File: src/rtl/run_detect_ctrl.sv
// Windowed serial run detector: after an accepted start, samples t_in for
// win_len cycles and counts runs of RUN_LEN or more consecutive 1s.
module run_detect_ctrl #(
    parameter int RUN_LEN = 2,
    parameter int WIN_W   = 8,
    parameter int CNT_W   = 8
) (
    input  logic             clk,
    input  logic             rst,
    input  logic             start,
    input  logic             abort,
    input  logic [WIN_W-1:0] win_len,
    input  logic             t_in,
    output logic             busy,
    output logic             det,
    output logic             done,
    output logic [CNT_W-1:0] hit_cnt,
    output logic             ovf
);
    localparam int RC_W = $clog2(RUN_LEN + 1);
    localparam logic [RC_W-1:0] RL = RC_W'(RUN_LEN);

    typedef enum logic [1:0] {IDLE, RUN, DONE} state_t;

    state_t           state;
    logic [RC_W-1:0]  run_cnt;
    logic [WIN_W-1:0] remaining;
    logic [RC_W-1:0]  run_nxt;
    logic             hit;

    // run_cnt saturates at RUN_LEN, so a long run produces exactly one hit
    always_comb begin
        run_nxt = '0;
        if (t_in)
            run_nxt = (run_cnt == RL) ? run_cnt : run_cnt + RC_W'(1);
        hit = t_in && (run_cnt == RL - RC_W'(1));
    end

    always_ff @(posedge clk) begin
        if (!rst) begin
            state     <= IDLE;
            busy      <= 1'b0;
            det       <= 1'b0;
            done      <= 1'b0;
            ovf       <= 1'b0;
            hit_cnt   <= '0;
            run_cnt   <= '0;
            remaining <= '0;
        end else begin
            done <= 1'b0;
            case (state)
                IDLE: begin
                    if (start) begin
                        hit_cnt <= '0;
                        ovf     <= 1'b0;
                        run_cnt <= '0;
                        busy    <= 1'b1;
                        if (win_len != '0) begin
                            state     <= RUN;
                            remaining <= win_len;
                        end else begin
                            state <= DONE;
                            done  <= 1'b1;
                        end
                    end
                end
                RUN: begin
                    // abort takes priority, even over the final sample
                    if (abort) begin
                        state     <= IDLE;
                        busy      <= 1'b0;
                        det       <= 1'b0;
                        run_cnt   <= '0;
                        remaining <= '0;
                    end else begin
                        run_cnt   <= run_nxt;
                        remaining <= remaining - WIN_W'(1);
                        if (hit) begin
                            if (&hit_cnt) ovf <= 1'b1;
                            else          hit_cnt <= hit_cnt + CNT_W'(1);
                        end
                        if (remaining == WIN_W'(1)) begin
                            state <= DONE;
                            done  <= 1'b1;
                            det   <= 1'b0;
                        end else begin
                            det <= (run_nxt == RL);
                        end
                    end
                end
                DONE: begin
                    state   <= IDLE;
                    busy    <= 1'b0;
                    run_cnt <= '0;
                end
                default: begin
                    state <= IDLE;
                    busy  <= 1'b0;
                    det   <= 1'b0;
                end
            endcase
        end
    end
endmodule

File: config.mk
export PLATFORM = sky130hd
export DESIGN_NAME = run_detect_ctrl
export DESIGN_NICKNAME = d
export VERILOG_FILES = /design/src/rtl/run_detect_ctrl.sv
export SDC_FILE = /design/constraint.sdc
export NUM_CORES = 1
export LEC_CHECK = 0
export ABC_AREA = 0
export CORE_MARGIN = 5
export CORE_UTILIZATION = 50
export CTS_CLUSTER_SIZE = 40
export DETAILED_ROUTE_END_ITERATION = 7
export DONT_BUFFER_PORTS = 1
export PLACE_DENSITY = 0.68
export SYNTH_ARGS = -nofsm -noshare
export SYNTH_HDL_FRONTEND = slang
export SYNTH_SLANG_ARGS = --single-unit
File: constraint.sdc
create_clock -name clk -period 1.5 [get_ports clk]
set_input_delay 0.225 -clock clk [delete_from_list [all_inputs] [get_ports clk]]
set_output_delay 0.225 -clock clk [all_outputs]
set_load 0.005 [all_outputs]
---- Word level (Yosys, flattened, before mapping) ----
Cells that the tools add are included.
storage, ports and cells
  bits in registers ....................... 24
  output and inout port bits .............. 12
  input port bits ......................... 13
  logic and storage cells ................. 73
operators by class
  reductions and logical operators ........ 13
  eq/ne operators ......................... 14
  $add $sub $neg .......................... 3
  muxes and demuxes ....................... 35
operators with widths
  operator             number
  $mux 8               7
  $pmux 8 s2           2
  $mux 2               8
  $ne 2x2->1 const B   7
  $mux 1               12
  $reduce_and 5->1     2
  $add 8x1->8 const B  1
  $eq 8x1->1 const B   1
  $pmux 1 s2           4
  $reduce_and 8->1     1
  $reduce_bool 8->1    1
  $sub 8x1->8 const B  1
  $eq 2x2->1 const B   3
  $pmux 2 s3           1
  $reduce_and 2->1     3
  $eq 2x1->1 const B   2
  $pmux 2 s2           1
  $ne 3x3->1 const B   1
  $reduce_and 3->1     1
  $reduce_bool 3->1    1
  $add 2x1->2 const B  1
  $logic_not 2->1      1
  $reduce_bool 2->1    1
  $reduce_or 2->1      1
  $logic_and 1x1->1    1

---- Longest topological paths before layout ----
  depth in word-level cells ............... 7
  gate-level depth with buffers ........... 7
  gate-level depth less buffers ........... 6

---- Worst setup path after synthesis ----
Ideal clock, no wire load.
  kind .................................... register to register
  from .................................... reg hit_cnt[0]
  to ...................................... reg hit_cnt[6]
  period minus slack after synthesis ...... 1518 ps
  library setup time ...................... 70 ps
  path buffers ............................ 0
  setup slack ............................. -18 ps
  cell stages (with the launch flop) ...... 6
  data required time ...................... 1430 ps
  arrival time ............................ 1447 ps
  cell sequence ........................... dfxtp_1 > ha_1 > and3_1 > nand3_1 > or4_1 > a21oi_1
on the way
  cells in the longest elaborated chain, start to end .. 5
  elaborated cells on any way between the ends .. 8
  classes of those cells .................. add/sub: 1; eq/ne: 1; mux: 4; reduce/logical: 2
ends and longest elaborated chain
  element                 RTL line  RTL
  from (decl)             17        output logic [CNT_W-1:0] hit_cnt,
  from (signal assigned)  80        else hit_cnt <= hit_cnt + CNT_W'(1);
  $add 8x1->8             80
  $mux 8                  79        if (&hit_cnt) ovf <= 1'b1;
  $mux 8                  78        if (hit) begin
  $mux 8                  69        if (abort) begin
  $pmux 8 s2              51        case (state)
Parallel ways exist; a longest one is shown, timed or not. The select of a mux whose other input is x is not followed.
A chain may end at the register's enable or synchronous reset.

---- Final worst setup path ----
Ends and elaborated chain as after synthesis.

==> out/metrics.cfg <==
[worst_setup_path]
cp_slowest_cell = or4_4
startpoint_type = register
crit_path_max_incr_delay_ns = 0.52
cp_cell_sequence = ha_4 > and3_4 > nand3_2 > or4_4 > a21oi_2
cp_max_fo = 3
crit_type = register to register
cp.arrival_ns = 1.80
crit_required_ns = 1.77
crit_path_end_kind = register

[die]
core_area_sq_um = 2780
die-area_sq_um = 4100
die_h_microns = 64.0
initial_core_util_pct = 52.4
std_cell_rows = 19
die_x_microns = 64.0
ios = 25

[min_path]
min_path_type = input port to register

[sta]
slew_headroom_pct = 65.1
skew_ns = 0.00906
fin_tns_setup_ns = -0.0356
fin_crit_ns = 1.52
drv_slew = 0
tightest_slew_ns = 0.522
rsz0062_at_grt = yes
whs_ns = 0.00863
fin_ws_ns = -0.0227
fin_crit_sh_pct = 102
fmax_mhz = 657
setup_violations = 2
hold_viol = 0

[finish]
post-route-cell-area_sq_um = 1830
final_nets = 216
drive_gt1_share_pct = 33.5
insertedDiodeCount = 0
fill_cells = 241
area_delta_synth_final_pct = 25.8

[logic_synthesis]
synth_seq_cells = 24
yosysTopAreaCellShare_pct = 33.0
synth_top_area_cell = dfxtp_1
synth-edff-count = 0
synth_area_leaders = dfxtp_1, a21oi_1, nand2_1, ha_1, nor2_1
synth_fp_nets = 194
synth_warnings = 0
synthArstFlopShare_pct = 0
ys.flop_type = dfxtp_1
synth_area_sq_um = 1460
avgSynthCellArea_sq_um = 8.28
synth_cells = 176
yosysUniqueCellTypes = 44
yosysSeqAreaShare_pct = 33.0

[clocking]
cts.sinks = 24
root_buffer = clkbuf_4
clk_pin_slew_ns = 0.15
hold_buffers = 0
clockBufferDepth = 2
clk_latency_ns = 0.33
htree_levels = 1
cts_inserted_buffers = 3
cts_tree = built

[placed_design]
dp_hpwl_mm = 2.98
place_congestion = 0.915
dpl_cell_area_sq_um = 1610
numPortBuffers = 0

[route]
via_per_inst = 6.35
drt_iter0_drc = 77
via_count = 1447
firstDrtPassIters = 4
routedWlPerCell_microns = 18.3
wirelength_mm = 4.17
post-route-drc-count = 0
detail-route-antenna-nets = 0

[grt]
grt_pass1_vias = 1463
antenna_found_initial = 0
grt_pass1_wl_mm = 6.72
grt_max_degree = 17
grtUsageTotal_pct = 20.1
overflow = 0

[power_and_ir_drop]
powerDensity_nw_per_um2 = 803
p_total_uw = 1470
p_leak_uw = 0.000668
peakVddDrop_mv = 0.705

[status]
failed_checks = setup timing
status = complete, but fails checks

[flow_run]
maxCapViolCount = 0

-- placed cells by master, fill, tap and decap left out, types with 3 or more instances in the layout --
master    Yosys  layout
dfxtp_1      24      14
a21oi_1      17      16
inv_1         8       7
o21ai_0       4       4
nor3_2        1       3
or3_1         3       3
nor2_1       11      11
nand2_1      18      18
clkbuf_4      0       3
nor3_1        6       4
ha_1          5       3
a31oi_1       4       4
o32ai_1       4       3
and2_1        3       3
dfxtp_2       0       9
nand3_1       7       6
nand2b_1      6       5
buf_4         0      25
o31ai_1       5       5
-- metal layers --
layer / vias up / GRT usage, % / routed length, microns
met5: - / 0 / 0
met4: 0 / 9.61 / 66
met3: 8 / 5.78 / 270
met2: 50 / 34.8 / 2120
met1: 682 / 22.4 / 1710
li1: 707 / - / -
-- power breakdown --
group	total, uW	switching [uW]	internal (uW)
clock network	484	214	270
logic	290	157	134
registers	697	31.5	666
-- path summary, 6_finish.rpt --
kind                  endpoint  slack (ns)         start  depth (start not counted)
hold reg to reg   remaining[3]        0.49  remaining[3]                          2
setup reg to reg    hit_cnt[6]       -0.02    hit_cnt[0]                          5
setup / recovery    hit_cnt[6]       -0.02    hit_cnt[0]                          5
hold / removal      run_cnt[1]       0.009           rst                          1
-- critical path, delay by kind of cell (launching register included) --
family / cells / cell delay, ns
compound gates: 1 / 0.13
fa+ha+maj: 1 / 0.15
flops: 1 / 0.38
simple gates: 3 / 0.80
-- sequential cells by signal, summed over array words and instances (netlist names) --
register   count
busy           1
det            1
done           1
hit_cnt        8
ovf            1
remaining      8
run_cnt        2
state          2
-- cells in the mapped netlist (all sizes together) (4+ instances only) --
cell	number
a21oi	17
a31oi	4
buf	6
clkbuf	4
dfxtp	24
ha	5
inv	8
nand2	18
nand2b	6
nand3	7
nor2	11
nor3	7
o21ai	7
o311ai	4
o31ai	5
o32ai	5
-- cells by family after synthesis --
kind of cell / synth area share (%)
AOI/OAI and AO/OA: 26.4
buffers and inverters: 6.44
adders and majority gates: 4.29
DFF: 33.0
and+or+nand+nor: 29.9
-- repair_timing --
item                       CTS  global route
gates resized for setup     10            24
pin swaps                    8             4
setup endpoints to repair   14            19
hold endpoints to repair     0             1
buffers inserted             0             3
-- area by class of cell --
type	count	area, sq um	share of cell area (%)
tap	31	38.8	2.12
inverter	8	30.0	1.64
multi-input combinational	134	1010	54.9
sequential	24	495	27.0
timing repair buffer	27	210	11.5
clock buffer	3	22.5	1.23
clock inverter	1	30.0	1.64
-- through the flow --
| step | cells | utilization, % | worst slack (ns) |
|---|---|---|---|
| 5_1_grt | 228 | 65.9 | -0.0944 |
| 4_1_cts | 225 | 61.6 | -0.0695 |
| 6_report | 228 | 65.9 | -0.0227 |
| 2_1_floorplan | 176 | - | 0.0171 |
| 3_3_place_gp | 221 | 58.0 | -0.0369 |
| 3_5_place_dp | 221 | 58.0 | -0.0579 |
No activity file was read; power rests on OpenSTA's default activity.
